**src/rtl/host_cmd_master_pkg.sv**
```systemverilog
// Shared constants for the host command link: command encodings, frame
// opcodes and the master FSM state encoding.
package host_cmd_master_pkg;

  typedef enum logic [1:0] {
    CMD_WR      = 2'd0,
    CMD_RD      = 2'd1,
    CMD_ALU     = 2'd2,
    CMD_ALU_NOP = 2'd3
  } cmd_type_e;

  typedef enum logic [1:0] {
    ST_IDLE     = 2'd0,
    ST_SEND     = 2'd1,
    ST_WAIT_RSP = 2'd2
  } state_e;

  localparam logic [7:0] OPC_WR      = 8'hAA;
  localparam logic [7:0] OPC_RD      = 8'hBB;
  localparam logic [7:0] OPC_ALU     = 8'hCC;
  localparam logic [7:0] OPC_ALU_NOP = 8'hDD;

  // Index of the final byte of each frame (frames are 2..4 bytes long).
  function automatic logic [1:0] last_tx_idx(input cmd_type_e t);
    case (t)
      CMD_WR:  return 2'd2;
      CMD_ALU: return 2'd3;
      default: return 2'd1;
    endcase
  endfunction

  function automatic logic [7:0] frame_opcode(input cmd_type_e t);
    case (t)
      CMD_WR:  return OPC_WR;
      CMD_RD:  return OPC_RD;
      CMD_ALU: return OPC_ALU;
      default: return OPC_ALU_NOP;
    endcase
  endfunction

endpackage

```
**src/rtl/cmd_timeout_cnt.sv**
```systemverilog
// Response timeout counter: held at zero while clr is high, otherwise counts
// up and saturates at TIMEOUT_CYC-1, where expired is raised.
module cmd_timeout_cnt #(
  parameter int TIMEOUT_CYC = 1024
) (
  input  logic clk,
  input  logic rst,
  input  logic clr,
  output logic expired
);

  localparam int CW = (TIMEOUT_CYC > 1) ? $clog2(TIMEOUT_CYC) : 1;
  localparam logic [CW-1:0] TERM = CW'(TIMEOUT_CYC - 1);

  logic [CW-1:0] cnt_q, cnt_d;

  always_comb begin
    cnt_d = cnt_q;
    if (clr) begin
      cnt_d = '0;
    end else if (cnt_q != TERM) begin
      cnt_d = cnt_q + 1'b1;
    end
  end

  always_ff @(posedge clk or posedge rst) begin
    if (rst) begin
      cnt_q <= '0;
    end else begin
      cnt_q <= cnt_d;
    end
  end

  assign expired = (cnt_q == TERM);

endmodule

```
**src/rtl/host_cmd_master.sv**
```systemverilog
// Host command master: serialises register/ALU commands into UART frames and
// collects the response bytes, with a response timeout.
// Handshakes: a command is taken on CMD_VALID && CMD_READY; a TX byte moves on
// TX_BYTE_VALID && TX_BYTE_READY with TX_BYTE held stable until then; RX bytes
// are single-cycle strobes with no back-pressure.
module host_cmd_master
  import host_cmd_master_pkg::*;
#(
  parameter int DATA_WD     = 8,
  parameter int ADDR_WD     = 4,
  parameter int FUN_WD      = 4,
  parameter int TIMEOUT_CYC = 1024
) (
  input  logic                 CLK,
  input  logic                 RST,
  input  logic                 CMD_VALID,
  input  logic [1:0]           CMD_TYPE,
  input  logic [ADDR_WD-1:0]   CMD_ADDR,
  input  logic [DATA_WD-1:0]   CMD_OP_A,
  input  logic [DATA_WD-1:0]   CMD_OP_B,
  input  logic [FUN_WD-1:0]    CMD_FUN,
  output logic                 CMD_READY,
  output logic [DATA_WD-1:0]   TX_BYTE,
  output logic                 TX_BYTE_VALID,
  input  logic                 TX_BYTE_READY,
  input  logic [DATA_WD-1:0]   RX_BYTE,
  input  logic                 RX_BYTE_VALID,
  output logic [2*DATA_WD-1:0] RSP_DATA,
  output logic                 RSP_VALID,
  output logic                 RSP_TIMEOUT,
  output state_e               DBG_STATE
);

  state_e                 state_q, state_d;
  cmd_type_e              type_q, type_d;
  logic [ADDR_WD-1:0]     addr_q, addr_d;
  logic [DATA_WD-1:0]     op_a_q, op_a_d;
  logic [DATA_WD-1:0]     op_b_q, op_b_d;
  logic [FUN_WD-1:0]      fun_q, fun_d;
  logic [1:0]             idx_q, idx_d;
  logic                   rx_cnt_q, rx_cnt_d;
  logic [DATA_WD-1:0]     rx_lo_q, rx_lo_d;
  logic [2*DATA_WD-1:0]   rsp_data_q, rsp_data_d;
  logic                   rsp_valid_q, rsp_valid_d;
  logic                   rsp_timeout_q, rsp_timeout_d;

  logic                   to_clr;
  logic                   to_expired;
  logic                   last_byte;
  logic [DATA_WD-1:0]     tx_byte;

  // Counter runs only in WAIT_RSP; any RX byte restarts the window.
  assign to_clr = (state_q != ST_WAIT_RSP) || RX_BYTE_VALID;

  cmd_timeout_cnt #(
    .TIMEOUT_CYC(TIMEOUT_CYC)
  ) u_timeout (
    .clk     (CLK),
    .rst     (RST),
    .clr     (to_clr),
    .expired (to_expired)
  );

  assign last_byte = (idx_q == last_tx_idx(type_q));

  always_comb begin
    tx_byte = '0;
    if (state_q == ST_SEND) begin
      case (type_q)
        CMD_WR: begin
          case (idx_q)
            2'd0:    tx_byte = DATA_WD'(frame_opcode(type_q));
            2'd1:    tx_byte = DATA_WD'(addr_q);
            default: tx_byte = op_a_q;
          endcase
        end
        CMD_RD: begin
          tx_byte = (idx_q == 2'd0) ? DATA_WD'(frame_opcode(type_q)) : DATA_WD'(addr_q);
        end
        CMD_ALU: begin
          case (idx_q)
            2'd0:    tx_byte = DATA_WD'(frame_opcode(type_q));
            2'd1:    tx_byte = op_a_q;
            2'd2:    tx_byte = op_b_q;
            default: tx_byte = DATA_WD'(fun_q);
          endcase
        end
        default: begin
          tx_byte = (idx_q == 2'd0) ? DATA_WD'(frame_opcode(type_q)) : DATA_WD'(fun_q);
        end
      endcase
    end
  end

  always_comb begin
    state_d       = state_q;
    type_d        = type_q;
    addr_d        = addr_q;
    op_a_d        = op_a_q;
    op_b_d        = op_b_q;
    fun_d         = fun_q;
    idx_d         = idx_q;
    rx_cnt_d      = rx_cnt_q;
    rx_lo_d       = rx_lo_q;
    rsp_data_d    = rsp_data_q;
    rsp_valid_d   = 1'b0;
    rsp_timeout_d = 1'b0;
    case (state_q)
      ST_IDLE: begin
        if (CMD_VALID) begin
          type_d   = cmd_type_e'(CMD_TYPE);
          addr_d   = CMD_ADDR;
          op_a_d   = CMD_OP_A;
          op_b_d   = CMD_OP_B;
          fun_d    = CMD_FUN;
          idx_d    = 2'd0;
          rx_cnt_d = 1'b0;
          state_d  = ST_SEND;
        end
      end
      ST_SEND: begin
        if (TX_BYTE_READY) begin
          if (last_byte) begin
            idx_d = 2'd0;
            if (type_q == CMD_WR) begin
              rsp_data_d  = '0;
              rsp_valid_d = 1'b1;
              state_d     = ST_IDLE;
            end else begin
              state_d = ST_WAIT_RSP;
            end
          end else begin
            idx_d = idx_q + 2'd1;
          end
        end
      end
      ST_WAIT_RSP: begin
        // An RX byte wins over a coincident timeout terminal count.
        if (RX_BYTE_VALID) begin
          if (type_q == CMD_RD) begin
            rsp_data_d  = {{DATA_WD{1'b0}}, RX_BYTE};
            rsp_valid_d = 1'b1;
            state_d     = ST_IDLE;
          end else if (!rx_cnt_q) begin
            rx_lo_d  = RX_BYTE;
            rx_cnt_d = 1'b1;
          end else begin
            rsp_data_d  = {RX_BYTE, rx_lo_q};
            rsp_valid_d = 1'b1;
            state_d     = ST_IDLE;
          end
        end else if (to_expired) begin
          rsp_timeout_d = 1'b1;
          state_d       = ST_IDLE;
        end
      end
      default: state_d = ST_IDLE;
    endcase
  end

  always_ff @(posedge CLK or posedge RST) begin
    if (RST) begin
      state_q       <= ST_IDLE;
      type_q        <= CMD_WR;
      addr_q        <= '0;
      op_a_q        <= '0;
      op_b_q        <= '0;
      fun_q         <= '0;
      idx_q         <= '0;
      rx_cnt_q      <= 1'b0;
      rx_lo_q       <= '0;
      rsp_data_q    <= '0;
      rsp_valid_q   <= 1'b0;
      rsp_timeout_q <= 1'b0;
    end else begin
      state_q       <= state_d;
      type_q        <= type_d;
      addr_q        <= addr_d;
      op_a_q        <= op_a_d;
      op_b_q        <= op_b_d;
      fun_q         <= fun_d;
      idx_q         <= idx_d;
      rx_cnt_q      <= rx_cnt_d;
      rx_lo_q       <= rx_lo_d;
      rsp_data_q    <= rsp_data_d;
      rsp_valid_q   <= rsp_valid_d;
      rsp_timeout_q <= rsp_timeout_d;
    end
  end

  assign CMD_READY     = (state_q == ST_IDLE);
  assign TX_BYTE       = tx_byte;
  assign TX_BYTE_VALID = (state_q == ST_SEND);
  assign RSP_DATA      = rsp_data_q;
  assign RSP_VALID     = rsp_valid_q;
  assign RSP_TIMEOUT   = rsp_timeout_q;
  assign DBG_STATE     = state_q;

endmodule

```
**config.mk**
```make
export PLATFORM = sky130hd
export DESIGN_NAME = host_cmd_master
export DESIGN_NICKNAME = d
export VERILOG_FILES = /design/src/rtl/host_cmd_master_pkg.sv /design/src/rtl/cmd_timeout_cnt.sv /design/src/rtl/host_cmd_master.sv
export SDC_FILE = /design/constraint.sdc
export NUM_CORES = 1
export LEC_CHECK = 0
export CAP_MARGIN = 20
export CORE_UTILIZATION = 55
export DETAILED_ROUTE_END_ITERATION = 6
export PLACE_DENSITY = 0.9
export RECOVER_POWER = 25
export SLEW_MARGIN = 30
export SYNTH_ARGS = -nofsm -noshare
export SYNTH_HDL_FRONTEND = slang
export SYNTH_SLANG_ARGS = --single-unit
```
**constraint.sdc**
```tcl
create_clock -name CLK -period 3.5 [get_ports CLK]
set_input_delay 0.7 -clock CLK [delete_from_list [all_inputs] [get_ports CLK]]
set_output_delay 0.7 -clock CLK [all_outputs]
set_load 0.02 [all_outputs]
```
==> flow_metrics.tcl, run 1 <==
set metrics [dict create \
    cp_num_buf_inv 2 \
    yosys_most_used_dff "dfrtp_1" \
    irDropWorstVdd_mv 0.543 \
    p_leak_nw 1.83 \
    fin_ws_ns 0.190 \
    num-fill-cells 409 \
    synthTopCellsByArea "dfrtp_1 (49%), mux2_1 (7.9%), mux2_2 (4.3%), nand2_1 (3.9%), ha_1 (2.9%)" \
    vias 2759 \
    die_area_mm2 0.00657 \
    dp_hpwl_um 5460 \
    via_per_inst 5.80 \
    numPortBuffers 68 \
    slew_violations 68 \
    cpMostUsedCell "nor2_1" \
    root_buffer "clkbuf_8" \
    fin_crit_ns 3.31 \
    clk_latency_ns 0.35 \
    antennaDiodeCount 0 \
    num_rows 28 \
    synth_top_area_frac 0.488 \
    status "finished, violations left" \
    cp_max_fo 11 \
    synthArstFlopShare 1.00 \
    ys_seq_area_frac 0.488 \
    grt_usage 0.270 \
    finClkSkew_ns 0.00643 \
    routed_wl_um 7920 \
    ys_ff_latch 67 \
    clock_sinks 67 \
    finalSetupTns_ns 0 \
    syn_inst 327 \
    startpoint_type "flip-flop" \
    final_layout_size_suffix_gt1_frac 0.120 \
    power_density_mw_per_mm2 910 \
    area_growth_pct 29.2 \
    fp.dieW_um 81.1 \
    path_class "flip-flop to output port" \
    synth_edf_count 0 \
    avgSynthCellArea_um2 10.5 \
    setup_violations 0 \
    synth_mux_area_frac 0.150 \
    required_ns 2.80 \
    initial_core_util 0.574 \
    slowest_stage "clkdlybuf4s50_1" \
    cts-htree-levels 3 \
    clk_path_buf_depth 2 \
    grt_overflow 0 \
    synth_fa_ha_area_frac 0.0291 \
    crit_chain "inv_1 > ha_1 > nor3_1 > a31oi_1 > nor2_1 > a222oi_1 > nor2_1 > clkdlybuf4s50_1" \
    worst_pin_slew_ns 1.65 \
    antenna_found_initial 0 \
    first_iter_violations 237 \
    hold_buffers 0 \
    slowest_delay_ns 0.54 \
    core_area_mm2 0.00599 \
    syn_nets 374 \
    grt_pass1_vias 2805 \
    synth_top_family_by_area "multiplexers" \
    netlist_area_mm2 0.00344 \
    cts_buffers 9 \
    grt_start_max_net_pins 68 \
    post-place-ws_ns 0.444 \
    gp_congestion 0.852 \
    rsz0062_at_grt "no" \
    wl_per_cell_um 16.6 \
    synth_xor_area_frac 0.0153 \
    nets 443 \
    synth_warnings 0 \
    hold_viol_final 0 \
    ys_types 51 \
    synth_compound_area_frac 0.148 \
    dr.pass1.iters 5 \
    max_freq_mhz 302 \
    violations "max-capacitance violations, max-slew violations" \
    grt_pass1_wl_um 13200 \
    period_share 0.946 \
    hp-class "flip-flop to flip-flop" \
    slew_headroom -0.102 \
    clk_pin_slew_ns 0.08 \
    critPathCaptureType "output port" \
    cts_tree "built" \
    path_delay_family "buffers and inverters" \
    final_antenna_net_count 0 \
    io_pins 69 \
    drc 0 \
    maxCapViolations 1 \
    critPathArrivalTime_ns 2.61 \
    yosysTopAreaCell "dfrtp_1" \
    die_y_um 81.1 \
    synth-simple-area-share 0.137 \
]
==> final cells by class <==
type | count | area, um2 | share of cell area
sequential | 67 | 1680 | 0.378
multi-input combinational | 231 | 1650 | 0.371
timing repair buffer | 74 | 723 | 0.163
clock buffer | 9 | 124 | 0.0279
clock inverter | 7 | 124 | 0.0279
tap | 75 | 93.8 | 0.0211
inverter | 13 | 48.8 | 0.0110
==> where the power goes <==
group          leakage [nW]  internal, mW  switching [mW]
clock                 0.120         0.479           0.325
sequential            0.855          1.08           0.238
combinational         0.852         0.863            1.05
total                  1.83          2.42            1.62
==> synth_stat cells, types with 2 or more instances <==
cell type,number
inv_1,12
nand2b_1,3
mux2i_1,10
nor2_1,21
o21ai_1,10
and2_1,2
o21ai_0,13
clkbuf_1,13
a31oi_1,5
nand3_1,8
o31ai_2,6
and3_1,2
nor3b_1,2
nor3_1,6
and4_1,2
xor2_1,2
a22oi_1,5
dfrtp_1,67
a211oi_1,2
mux2_2,13
nor2b_1,6
a21oi_1,12
o22ai_1,5
nand4_1,4
a221oi_1,2
mux2_1,24
nand2_1,36
xnor2_1,4
ha_1,8
==> what timing repair did <==
| item | in CTS | in global routing |
|---|---|---|
| gates resized for setup | 0 | 1 |
| endpoints found under the setup margin | 0 | 6 |
| hold endpoints to repair | 0 | 0 |
| buffers inserted | 0 | 0 |
==> cell families after synthesis <==
kind of cell,Yosys count
compound gates,73
xor+xnor,6
buf+inv,29
mux,47
fa+ha+maj,8
flops,67
simple gates,97
==> per-layer routing <==
layer	GRT usage	share of wire	up-vias
met2	0.441	0.49	99
met3	0.0719	0.060	10
li1	-	-	1323
met5	0	0	-
met4	0.105	0.015	0
met1	0.341	0.44	1327
==> registers in the layout, indices dropped and copies added, names as in the netlist <==
signal           count
RSP_DATA            16
u_timeout.cnt_q     10
op_a_q               8
op_b_q               8
rx_lo_q              8
addr_q               4
fun_q                4
DBG_STATE            2
idx_q                2
type_q               2
RSP_TIMEOUT          1
RSP_VALID            1
rx_cnt_q             1
==> placed cells by master (no fill, tap or decap), types with 2 or more instances in the layout <==
master            n
buf_4             5
nand3_1           8
inv_6             2
a21oi_1          12
ha_1              7
mux2i_1          10
a31oi_1           5
o21ai_1          10
o21ai_0          13
nor3_1            6
nor3b_1           2
bufinv_16         3
o22ai_1           5
and2_1            2
clkdlybuf4s50_1  67
clkbuf_8          9
nand2b_1          3
nor2_1           21
a211oi_1          2
nor2b_1           6
and3_1            2
a221oi_1          2
nand4_1           4
xnor2_1           4
inv_1            11
mux2_2           13
o31ai_2           6
dfrtp_1          67
a22oi_1           5
mux2_1           24
xor2_1            2
and4_1            2
nand2_1          36
==> worst reg2reg max path, delay by kind of cell (launching register included) <==
family	cells	cell delay, ns
compound gates	3	0.58
buf+inv	2	0.52
flops	1	0.50
simple gates	1	0.52
==> per-stage QoR <==
| step | cells | util | hold WS (ns) | power (mW) | area [um2] |
|---|---|---|---|---|---|
| final | 476 | 0.741 | 0.488 | 4.04 | 4440 |
| after detailed placement | 460 | 0.702 | 0.474 | 3.23 | 4200 |
| after global routing | 476 | 0.741 | 0.505 | 4.29 | 4440 |
| after floorplan | 327 | - | 0.454 | 2.56 | 3440 |
| after global placement | 460 | 0.702 | 0.465 | 3.16 | 4200 |
| after CTS | 476 | 0.743 | 0.491 | 4.05 | 4450 |
==> worst paths after layout <==
| path | startpoint | to | slack [ns] | cells after the start |
|---|---|---|---|---|
| max in group asynchronous | RST | u_timeout.cnt_q[0] | 1.16 | 3 |
| setup / recovery | idx_q[0] | TX_BYTE[4] | 0.19 | 8 |
| setup reg to reg | type_q[0] | RSP_DATA[14] | 1.29 | 6 |
| min in group asynchronous | RST | RSP_TIMEOUT | 1.37 | 3 |
| hold / removal | RSP_DATA[2] | RSP_DATA[2] | 0.49 | 2 |
| hold reg to reg | RSP_DATA[2] | RSP_DATA[2] | 0.49 | 2 |
Note: power is estimated with default switching activity, not from simulation.
==> run 2: changes to the inputs <==
--- a/config.mk
+++ b/config.mk
@@ -6,9 +6,9 @@
 export NUM_CORES = 1
 export LEC_CHECK = 0
 export CAP_MARGIN = 20
-export CORE_UTILIZATION = 55
+export CORE_UTILIZATION = 47
 export DETAILED_ROUTE_END_ITERATION = 6
-export PLACE_DENSITY = 0.9
+export PLACE_DENSITY = 0.82
 export RECOVER_POWER = 25
 export SLEW_MARGIN = 30
 export SYNTH_ARGS = -nofsm -noshare
==> constraint.sdc (replaced) <==
create_clock -name CLK -period 2.8 [get_ports CLK]
set_input_delay 0.56 -clock CLK [delete_from_list [all_inputs] [get_ports CLK]]
set_output_delay 0.56 -clock CLK [all_outputs]
set_load 0.02 [all_outputs]
==> run 2 against run 1 <==
Compared with the run above:
- the flow still finishes with violations (max-capacitance violations, max-slew violations)
- final area up 2.8%
- via count up 2.7%
- clock-buffer cell count unchanged
- critical path depth unchanged
- utilization down 8.4 points
- wire length up 4.5%
- clock skew up 0.00089 ns
- combinational power up 33%
- non-clock buffer count up 12
==> flow_metrics.tcl, run 2 (synthesized netlist as in run 1, its figures left out) <==
set metrics [dict create \
    p_leak_nw 1.90 \
    initial_core_util 0.495 \
    antennaDiodeCount 0 \
    critPathLaunch "idx_q[0]" \
    critPathCapture "TX_BYTE[2]" \
    die_y_um 87.5 \
    routed_wl_um 8280 \
    cts_tree "built" \
    final_common_cell "dfrtp_1" \
    num_rows 30 \
    final_cells 509 \
    irDropWorstVdd_mv 0.742 \
    final-seq-area_mm2 0.00168 \
    wl_per_cell_um 16.3 \
    status "finished, violations left" \
    final_layout_size_suffix_gt1_frac 0.167 \
    finalSetupTns_ns 0 \
    post-place-ws_ns 0.0365 \
    power_density_mw_per_mm2 1120 \
    hp-class "flip-flop to flip-flop" \
    violations "max-capacitance violations, max-slew violations" \
    slowest_stage "dfrtp_2" \
    grt_pass1_wl_um 13000 \
    hold_buffers 0 \
    cp_max_fo 9 \
    slowest_delay_ns 0.47 \
    hold_viol_final 0 \
    max_freq_mhz 372 \
    slew_violations 68 \
    rr_endpoint "RSP_DATA[4]" \
    dp.cells 488 \
    setup_violations 0 \
    grt_overflow 0 \
    drc 0 \
    fin_crit_ns 2.69 \
    reg2reg_slack_ns 0.66 \
    clock_sinks 67 \
    grt_pass1_vias 2719 \
    postPlaceCellArea_mm2 0.00428 \
    grt_usage 0.224 \
    num-fill-cells 526 \
    via_per_inst 5.57 \
    nets 455 \
    area_growth_pct 32.8 \
    fin_ws_ns 0.109 \
    multiInputGateArea_mm2 0.00170 \
    path_class "flip-flop to output port" \
    gp_congestion 0.948 \
    root_buffer "clkbuf_8" \
    reg2reg_from "idx_q[0]" \
    fp.dieW_um 87.5 \
    required_ns 2.24 \
    io_pins 69 \
    cts-htree-levels 3 \
    largest_reg_flops 16 \
    final_antenna_net_count 0 \
    crit_chain "inv_2 > ha_4 > buf_4 > nor2_1 > a22oi_1 > nor3_1 > o221a_1 > dlygate4sd2_1" \
    ff2ff_path_depth 6 \
    maxCapViolations 1 \
    clk_pin_slew_ns 0.08 \
    vias 2833 \
    critPathCaptureType "output port" \
    slew_headroom -0.0922 \
    numPortBuffers 68 \
    clk_latency_ns 0.35 \
    path_delay_family "buffers and inverters" \
    crit_cells 8 \
    grt_start_max_net_pins 68 \
    dr.pass1.iters 6 \
    critPathArrivalTime_ns 2.13 \
    antenna_found_initial 0 \
    fin_area_mm2 0.00456 \
    final_cell_mix "dfrtp_1 (66), clkdlybuf4s50_1 (59), nand2_1 (36), mux2_1 (24), nor2_1 (21)" \
    startpoint_type "flip-flop" \
    worst_pin_slew_ns 1.64 \
    clk_path_buf_depth 2 \
    first_iter_violations 263 \
    die_area_mm2 0.00766 \
    core_area_mm2 0.00694 \
    finClkSkew_ns 0.00732 \
    dp_hpwl_um 5600 \
    cts_buffers 9 \
    cp_num_buf_inv 3 \
    rsz0062_at_grt "no" \
    period_share 0.961 \
]
run 2: changes by cell type in the layout (fill, tap and decap cells not counted), moves of 3 or more:
cell	before	now
ha_4	0	4
clkdlybuf4s50_1	67	59
ha_1	7	4
buf_4	5	16
dlygate4sd2_1	0	6
run 2: how the worst min path moves through the flow:
stage / endpoint / slack, ns / from / cells after the start
final: RSP_DATA[3] / 0.48 / RSP_DATA[3] / 2
after global routing: RSP_DATA[3] / 0.51 / RSP_DATA[3] / 2
after CTS: RSP_DATA[3] / 0.49 / RSP_DATA[3] / 2
after detailed placement: RSP_DATA[3] / 0.47 / RSP_DATA[3] / 2
after global placement: rx_lo_q[0] / 0.46 / rx_lo_q[0] / 1
after floorplan: rx_lo_q[0] / 0.45 / rx_lo_q[0] / 1
run 2: timing repair:
item | 4_1_cts | 5_1_grt
endpoints found under the setup margin | 8 | 3
pin swaps | 0 | 1
setup buffers | 0 | 5
gates resized for setup | 17 | 8
run 2: report_power, final:
group	total, mW	internal, mW	leakage [nW]	switching (mW)
registers	1.64	1.35	0.854	0.290
clock network	0.911	0.507	0.114	0.403
logic	2.55	1.15	0.937	1.40
total	5.10	3.01	1.90	2.10
run 2: cell type report:
type / instances / share of cell area
Inverter: 13 / 0.0107
Tap cell: 96 / 0.0263
Timing Repair Buffer: 86 / 0.174
Multi-Input combinational cell: 231 / 0.372
Clock buffer: 9 / 0.0271
Clock inverter: 7 / 0.0219
Sequential cell: 67 / 0.368
run 2: metrics by stage:
stage | power [mW] | hold WS (ns) | utilization
5_1_grt | 5.40 | 0.507 | 0.657
3_3_place_gp | 4.01 | 0.464 | 0.617
6_report | 5.10 | 0.483 | 0.657
3_5_place_dp | 4.10 | 0.471 | 0.617
2_1_floorplan | 3.20 | 0.454 | -
4_1_cts | 5.02 | 0.490 | 0.653
run 2: layer usage:
layer  wire length (um)  GRT usage
met1               3680      0.300
met2               4000      0.353
met3                450     0.0607
met4                151     0.0760
met5                  0          0
run 2: worst reg2reg max path: stages, from the launching register on:
cell and delay (ns):
dfrtp_2 0.47, buf_4 0.17, or4b_4 0.56, a31oi_2 0.20, o2111ai_2 0.12, buf_4 0.25, o31ai_2 0.28
